File: src/rtl/seq_alu_param.sv
// Multi-cycle unsigned ALU (add/sub/shift-add mul/restoring div) with a serial operand and result bus.
// Latency: END rises 3 edges after start for add/sub/div-by-zero, WIDTH+2 edges after start for mul/div.
// Backpressure: none; BEGIN is only sampled in IDLE, requests in any other state are dropped, never queued.
//
// Ports:
//   clk       rising-edge clock
//   reset     asynchronous active-high reset
//   BEGIN     start request (IDLE only)
//   op_code   00 add, 01 sub, 10 mul, 11 div; latched on the start edge
//   inbus     operand A on the start edge, operand B on the next edge
//   outbus    result word0 then word1 while END=1, otherwise 0
//   END       high for exactly two cycles per operation
//   busy      high in every state except IDLE
//   div_zero  high alongside END when a divide saw B=0
module seq_alu_param #(
    parameter int WIDTH = 8
) (
    input  logic             clk,
    input  logic             reset,
    input  logic             BEGIN,
    input  logic [1:0]       op_code,
    input  logic [WIDTH-1:0] inbus,
    output logic [WIDTH-1:0] outbus,
    output logic             END,
    output logic             busy,
    output logic             div_zero
);

    localparam int CNT_W = $clog2(WIDTH + 1);

    localparam logic [1:0] OP_ADD = 2'b00;
    localparam logic [1:0] OP_SUB = 2'b01;
    localparam logic [1:0] OP_MUL = 2'b10;

    typedef enum logic [2:0] {
        S_IDLE,
        S_LOAD_B,
        S_EXEC,
        S_OUT0,
        S_OUT1
    } state_t;

    state_t               state;
    logic [1:0]           op;
    logic [WIDTH-1:0]     a;
    logic [WIDTH-1:0]     b;
    logic [2*WIDTH-1:0]   p;
    logic [CNT_W-1:0]     cnt;

    logic [WIDTH:0]       sum;
    logic [WIDTH:0]       dif;
    logic [WIDTH:0]       mul_hi;
    logic [WIDTH:0]       rem_try;
    logic [WIDTH-1:0]     rem_sub;
    logic                 q_bit;
    logic                 div_by_zero;
    logic                 exec_done;
    logic [2*WIDTH-1:0]   p_next;

    // Next accumulator value for one EXEC edge. p holds {hi, lo}:
    //   mul: lo starts as the multiplier A and is consumed LSB-first while the
    //        product grows in from the top.
    //   div: lo starts as the dividend A; each step shifts one dividend bit
    //        into the partial remainder (hi) and shifts a quotient bit into lo.
    always_comb begin
        sum         = {1'b0, a} + {1'b0, b};
        // Bit WIDTH of the difference is the borrow (set iff a < b).
        dif         = {1'b0, a} - {1'b0, b};
        mul_hi      = {1'b0, p[2*WIDTH-1:WIDTH]} + {1'b0, b};
        // Partial remainder after shifting in the next dividend bit; needs one
        // extra bit because 2*rem+1 can exceed WIDTH bits.
        rem_try     = p[2*WIDTH-1:WIDTH-1];
        q_bit       = (rem_try >= {1'b0, b});
        // When q_bit is set the true difference is < b, so WIDTH bits suffice.
        rem_sub     = rem_try[WIDTH-1:0] - b;
        div_by_zero = (b == '0);
        exec_done   = 1'b1;
        p_next      = p;
        case (op)
            OP_ADD: p_next = {{(WIDTH-1){1'b0}}, sum};
            OP_SUB: p_next = {{(WIDTH-1){1'b0}}, dif};
            OP_MUL: begin
                p_next    = p[0] ? {mul_hi, p[WIDTH-1:1]} : {1'b0, p[2*WIDTH-1:1]};
                exec_done = (cnt == CNT_W'(WIDTH - 1));
            end
            default: begin
                if (div_by_zero) begin
                    // Skip iterations: quotient all-ones, remainder = dividend.
                    p_next = {a, {WIDTH{1'b1}}};
                end else begin
                    p_next    = {(q_bit ? rem_sub : rem_try[WIDTH-1:0]),
                                 p[WIDTH-2:0], q_bit};
                    exec_done = (cnt == CNT_W'(WIDTH - 1));
                end
            end
        endcase
    end

    always_ff @(posedge clk or posedge reset) begin
        if (reset) begin
            state    <= S_IDLE;
            op       <= '0;
            a        <= '0;
            b        <= '0;
            p        <= '0;
            cnt      <= '0;
            outbus   <= '0;
            END      <= 1'b0;
            busy     <= 1'b0;
            div_zero <= 1'b0;
        end else begin
            case (state)
                S_IDLE: begin
                    if (BEGIN) begin
                        a     <= inbus;
                        op    <= op_code;
                        busy  <= 1'b1;
                        state <= S_LOAD_B;
                    end
                end
                S_LOAD_B: begin
                    b     <= inbus;
                    cnt   <= '0;
                    // Same initial accumulator serves both mul and div.
                    p     <= {{WIDTH{1'b0}}, a};
                    state <= S_EXEC;
                end
                S_EXEC: begin
                    p   <= p_next;
                    cnt <= cnt + 1'b1;
                    if (exec_done) begin
                        // Outputs are registered, so word0 is taken from the
                        // value being written into p on this same edge.
                        outbus   <= p_next[WIDTH-1:0];
                        END      <= 1'b1;
                        div_zero <= (op == 2'b11) && div_by_zero;
                        state    <= S_OUT0;
                    end
                end
                S_OUT0: begin
                    outbus <= p[2*WIDTH-1:WIDTH];
                    state  <= S_OUT1;
                end
                S_OUT1: begin
                    outbus   <= '0;
                    END      <= 1'b0;
                    busy     <= 1'b0;
                    div_zero <= 1'b0;
                    state    <= S_IDLE;
                end
                default: state <= S_IDLE;
            endcase
        end
    end

endmodule

File: config.mk
export PLATFORM = sky130hd
export DESIGN_NAME = seq_alu_param
export DESIGN_NICKNAME = d
export VERILOG_FILES = /design/src/rtl/seq_alu_param.sv
export SDC_FILE = /design/constraint.sdc
export NUM_CORES = 1
export LEC_CHECK = 0
export CAP_MARGIN = 20
export CORE_UTILIZATION = 45
export CTS_CLUSTER_DIAMETER = 60
export DETAILED_ROUTE_END_ITERATION = 6
export GPL_TIMING_DRIVEN = 0
export PLACE_DENSITY = 0.66
export SETUP_SLACK_MARGIN = 0.2
export SLEW_MARGIN = 10
export SYNTH_ARGS = -nofsm -noshare
export SYNTH_HDL_FRONTEND = slang
export SYNTH_SLANG_ARGS = --single-unit
File: constraint.sdc
create_clock -name clk -period 3 [get_ports clk]
set_input_delay 0.9 -clock clk [delete_from_list [all_inputs] [get_ports clk]]
set_output_delay 0.9 -clock clk [all_outputs]
set_load 0.01 [all_outputs]
Word level (Yosys, flattened, before mapping)
Index checks and enable logic that the tools add are counted.
Widths: inputs -> output; s select.
Storage, ports and cells
  register bits after elaboration: 52
  word-level logic and storage cells: 59
  output and inout port bits: 11
Cells by class
  eq/ne operators: 10
  multiplexer cells: 19
  add/subtract/negate cells: 5
  $lt $le $gt $ge: 1
  reductions and logical operators: 14
Operator list (number)
  $pmux 16 s3: 1
  $mux 16: 2
  $pmux 16 s2: 1
  $pmux 8 s3: 1
  $add 8x8->9: 2
  $mux 8: 2
  $pmux 3 s4: 1
  $reduce_and 2->1: 5
  $ge 9x8->1: 1
  $sub 8x8->9: 1
  $logic_not 8->1: 1
  $pmux 1 s2: 4
  $pmux 4 s2: 1
  $sub 8x8->8: 1
  $eq 3x2->1 const B: 2
  $mux 3: 2
  $reduce_bool 2->1: 3
  $add 4x1->4 const B: 1
  $eq 2x2->1 const B: 2
  $eq 4x3->1 const B: 1
  $mux 1: 4
  $ne 2x2->1 const B: 2
  $eq 3x1->1 const B: 1
  $eq 3x3->1 const B: 1
  other kinds (6): 6

Longest topological paths before layout
Gate-level depths: netlist (run 1).
  depth after elaboration: 6
  depth in mapped cells: 13
  mapped depth without buffers: 13

Worst setup path after synthesis (run 1)
Ideal clock, no wire load.
  kind: register -> register
  start: register op[0]
  end: register p[7]
  arrival time: 2783 ps
  stages on the path, launching flop included: 12
  setup slack: 91 ps
  library setup time: 126 ps
  buffers on the path: 2
  data required time: 2874 ps
  clock period less this slack: 2909 ps
  path through: dfrtp_1 -> clkbuf_1 -> nor2b_1 -> clkbuf_1 -> mux2i_1 -> ha_1 -> nor2b_1 -> o31a_1 -> o41ai_1 -> xor2_1 -> o22ai_1 -> a221o_1
Between the ends
  cells in the longest elaborated chain, start to end: 3
  elaborated cells between the ends (all ways): 5
  classes of those cells: eq/ne: 2; mux: 2; reduce/logical: 1
RTL lines
  start, declared: line 44  | logic [1:0] op;
  start signal, assigned: line 116  | op <= op_code;
  $eq 2x2->1 (tied with other cells): line 79  | case (op)
  $pmux 16 s3 *: line 79
  $pmux 16 s2 *: line 112  | case (state)
  end signal, assigned: line 125  | p <= {{WIDTH{1'b0}}, a};
  end signal, assigned: line 129  | p <= p_next;
  end, declared: line 47  | logic [2*WIDTH-1:0] p;
Mark *: on every way between the ends. The rest lies on a longest branch, timed or not.
A chain may end at the register's enable or synchronous reset.

Worst setup path in the final report (run 1)
  start: register b[0]
  end: register p[7]
Between the ends
  cells in the longest elaborated chain, start to end: 4
  elaborated cells between the ends (all ways): 8
  classes of those cells: add/sub: 3; mux: 4; reduce/logical: 1
RTL lines
  start, declared: line 46  | logic [WIDTH-1:0] b;
  start signal, assigned: line 122  | b <= inbus;
  $add 8x8->9 or $logic_not 8->1 (tied branches): line 69, 76
  $mux 16 (on tied branches): line 83, 87
  $pmux 16 s3 *: line 79
  $pmux 16 s2 *: line 112
Marked as above.

==> summary.txt, run 1 <==
Outcome
  – Status: finished, final reports clean

Placed design
  – DP HPWL: 8260 um
  – Routability cong.: 0.880
  – # port buffers: 23
  – Pre-CTS WS: -0.110 ns
  – Inst Count DP: 550

Cells and area
  – Non-filler cells, final: 576
  – Commonest cells after routing, fill and taps aside: 48 x dfrtp_1, 36 x nor2_1, 35 x nand2_1
  – Area growth, synth to finish: 20.5%
  – Filler cell count: 745
  – # nets final: 512
  – N_diodes: 0
  – Most common cell after layout, fill and taps aside: dfrtp_1
  – Layout cells sized above 1: 16.8%
  – Core Util, Final: 55.6%

Min path
  – Min-delay src: cnt[3]$_DFFE_PP0N_
  – WHS Endpoint: cnt[3]$_DFFE_PP0N_
  – WHS Path Cells: 1
  – HP Class: register to register

Clocking
  – Clock buffer count from CTS: 5
  – H-tree depth: 2
  – Clock-pin transition on the worst setup and hold timing paths: 0.10 ns
  – CTS root buf: clkbuf_8
  – Max clock buf depth: 2
  – CTS sink count: 52
  – CTS tree: done
  – Clock latency on the worst-skew pair: 0.32 ns
  – Post-CTS Hold Buffers: 0

Worst setup path
  – Crit path launch: b[0]$_DFFE_PP0P_
  – R2R Path End: p[7]$_DFFE_PP0N_
  – Worst Setup Start Kind: register
  – Worst EP required: 3.21 ns
  – CP endpoint kind: register
  – Worst path max stage delay: 0.44 ns
  – Crit path DAT: 3.02 ns
  – Max FO, Critical Path: 4
  – Slowest stage cell, crit path: dfrtp_2
  – Worst reg-to-reg setup slack: 0.19 ns
  – Crit Path Class: register to register
  – RR Startpoint: b[0]$_DFFE_PP0P_
  – R2r worst-path depth: 10
  – Cell Chain, Critical Path: inv_2 > ha_2 > mux2i_4 > ha_1 > nor2b_4 > o31a_1 > o41ai_2 > xor2_1 > o22ai_2 > a221o_1

Synthesis
  – Asr flop ratio synth: 100%
  – Synth Warn #: 0
  – Synth Cell Area: 3780 sq um
  – Yosys top cell area share: 34.5%
  – Net Count, Synth: 463
  – #FFs+latches synth: 52
  – Ys flop type: dfrtp_1
  – Largest cells by area after synthesis: dfrtp_1 34%, ha_1 8.6%, o21ai_0 4.2%, nor2_1 3.8%, mux2_2 3.6%
  – Sequential area share after synthesis: 34.5%
  – Number of flops mapped to enable cells by yosys: 0
  – Cells after Synth: 421
  – Syn_area_per_cell: 8.97 sq um
  – Netlist cell types: 61
  – Cell taking the most area after synthesis: dfrtp_1

Routing
  – Via count: 3599
  – 1st-pass router iterations: 5
  – Via/cell ratio: 6.25
  – Drt drc: 0
  – Final wirelength: 11100 um
  – Routed Antenna Nets: 0
  – Routed len/inst: 19.3 um
  – 1st-iter DRT viols: 349

Run
  – MaxCap Viol Count: 0

Timing
  – Fin Clk Skew: 0.0101 ns
  – Final Hold Fails: 0
  – Fmax: 355 MHz
  – Clock period minus worst slack: 2.81 ns
  – Slew Limit Headroom: 55.4%
  – Final setup vio count: 0
  – Slew @ Worst Pin: 0.667 ns
  – Final period util: 93.8%
  – RSZ-0062 raised after global routing: yes
  – Slew Viols, Final: 0
  – Worst Slack Setup Final: 0.186 ns

GRT
  – Largest net degree at the start of global routing: 32
  – Initial antenna violation count: 0
  – Vias in the first global route: 3276
  – Gr ovfl total: 0
  – First-pass GRT wire length: 17500 um
  – Total track usage: 26.4%

Floorplanning
  – Die extent in y: 93.6 um
  – Number of I/O pins: 24
  – Die W: 93.6 um
  – CORE AREA: 8180 sq um
  – Die area: 8760 sq um
  – Initial Util: 46.2%
  – Standard-cell rows: 33
## repair_timing
action	4_1_cts	5_1_grt
setup endpoints to repair	6	17
hold endpoints to repair	0	0
pin swaps	12	13
resized for setup	18	19
buffers inserted	9	9
cloned	0	0
## synth_stat cells, types with 7 or more instances
| master | count |
|---|---|
| ha_1 | 26 |
| o21ai_0 | 32 |
| inv_1 | 21 |
| nand2_1 | 35 |
| nand2b_1 | 12 |
| nor2_1 | 38 |
| mux2_2 | 12 |
| xnor2_1 | 10 |
| o31ai_1 | 7 |
| nand3_1 | 10 |
| dfrtp_1 | 52 |
| a22oi_1 | 7 |
| a21oi_1 | 18 |
| clkbuf_1 | 10 |
| nor3_1 | 12 |
## metrics by stage
stage                     instance area, sq um  setup TNS (ns)  hold WS, ns
after floorplan                           3780               0        0.441
after global placement                    4140          -10.16        0.459
after detailed placement                  4160          -0.679        0.471
after CTS                                 4400               0        0.485
after global routing                      4550               0        0.508
final                                     4550               0        0.482
## state kept, by name (all words and copies together) (netlist names)
signal,count
outbus,8
a,8
p,16
cnt,4
op,2
END,1
div_zero,1
b,8
state,3
busy,1
## kinds of logic (layout without fill, tap and decap cells)
| logic type | Yosys count | after routing | synth area share, % |
|---|---|---|---|
| buffers and inverters | 38 | 88 | 4.44 |
| and+or+nand+nor | 136 | 136 | 18.2 |
| DFF | 52 | 52 | 34.5 |
| muxes | 18 | 18 | 5.17 |
| AOI/OAI and AO/OA | 132 | 132 | 23.8 |
| adders and majority gates | 29 | 29 | 10.2 |
| xor gates and xnor gates | 16 | 16 | 3.71 |
## per-layer routing
| metal | up-vias | part of all wire [%] | GRT usage (%) |
|---|---|---|---|
| met3 | 21 | 5.9 | 3.50 |
| met1 | 1762 | 46 | 37.9 |
| met4 | 0 | 1.9 | 6.79 |
| met5 | - | 0 | 0 |
| li1 | 1667 | - | - |
| met2 | 149 | 47 | 42.0 |
## worst max-delay path by stage
stage,cells after the start,slack [ns],endpoint
2_1_floorplan,11,0.27,p[7]$_DFFE_PP0N_
3_5_place_dp,11,-0.11,p[7]$_DFFE_PP0N_
4_1_cts,11,0.21,p[7]$_DFFE_PP0N_
3_3_place_gp,2,-0.19,b[7]$_DFFE_PP0P_
5_1_grt,11,0.06,p[7]$_DFFE_PP0N_
6_report,10,0.19,p[7]$_DFFE_PP0N_
## worst max-delay path, delay by kind of cell (launching register included)
family / cells / cell delay, ns
flops: 1 / 0.44
compound gates: 4 / 1.10
fa+ha+maj: 2 / 0.55
simple gates: 1 / 0.13
xor+xnor: 1 / 0.23
buf+inv: 1 / 0.10
mux: 1 / 0.17
## cell type report
type	instances	area [sq um]	share of cell area (%)
Clock buffer	6	82.6	1.82
Timing Repair Buffer	42	385	8.47
Inverter	22	85.1	1.87
Multi-Input combinational cell	331	2440	53.7
Clock inverter	2	10.0	0.220
Tap cell	105	131	2.89
Buffer	16	106	2.34
Sequential cell	52	1310	28.7
Power of run 1 is left out: the tool's default activity adds up to more than one toggle a clock period on the data nets, which glitch-free logic cannot reach.
==> run 2, diff against run 1 <==
--- a/config.mk
+++ b/config.mk
@@ -10,9 +10,9 @@
 export CTS_CLUSTER_DIAMETER = 60
 export DETAILED_ROUTE_END_ITERATION = 6
 export GPL_TIMING_DRIVEN = 0
+export HOLD_SLACK_MARGIN = 0.08
 export PLACE_DENSITY = 0.66
 export SETUP_SLACK_MARGIN = 0.2
-export SLEW_MARGIN = 10
 export SYNTH_ARGS = -nofsm -noshare
 export SYNTH_HDL_FRONTEND = slang
 export SYNTH_SLANG_ARGS = --single-unit
==> results of run 2 <==
Final layout, timing and power as in run 1 (identical DEF).
Power of run 2 is left out for the same reason.
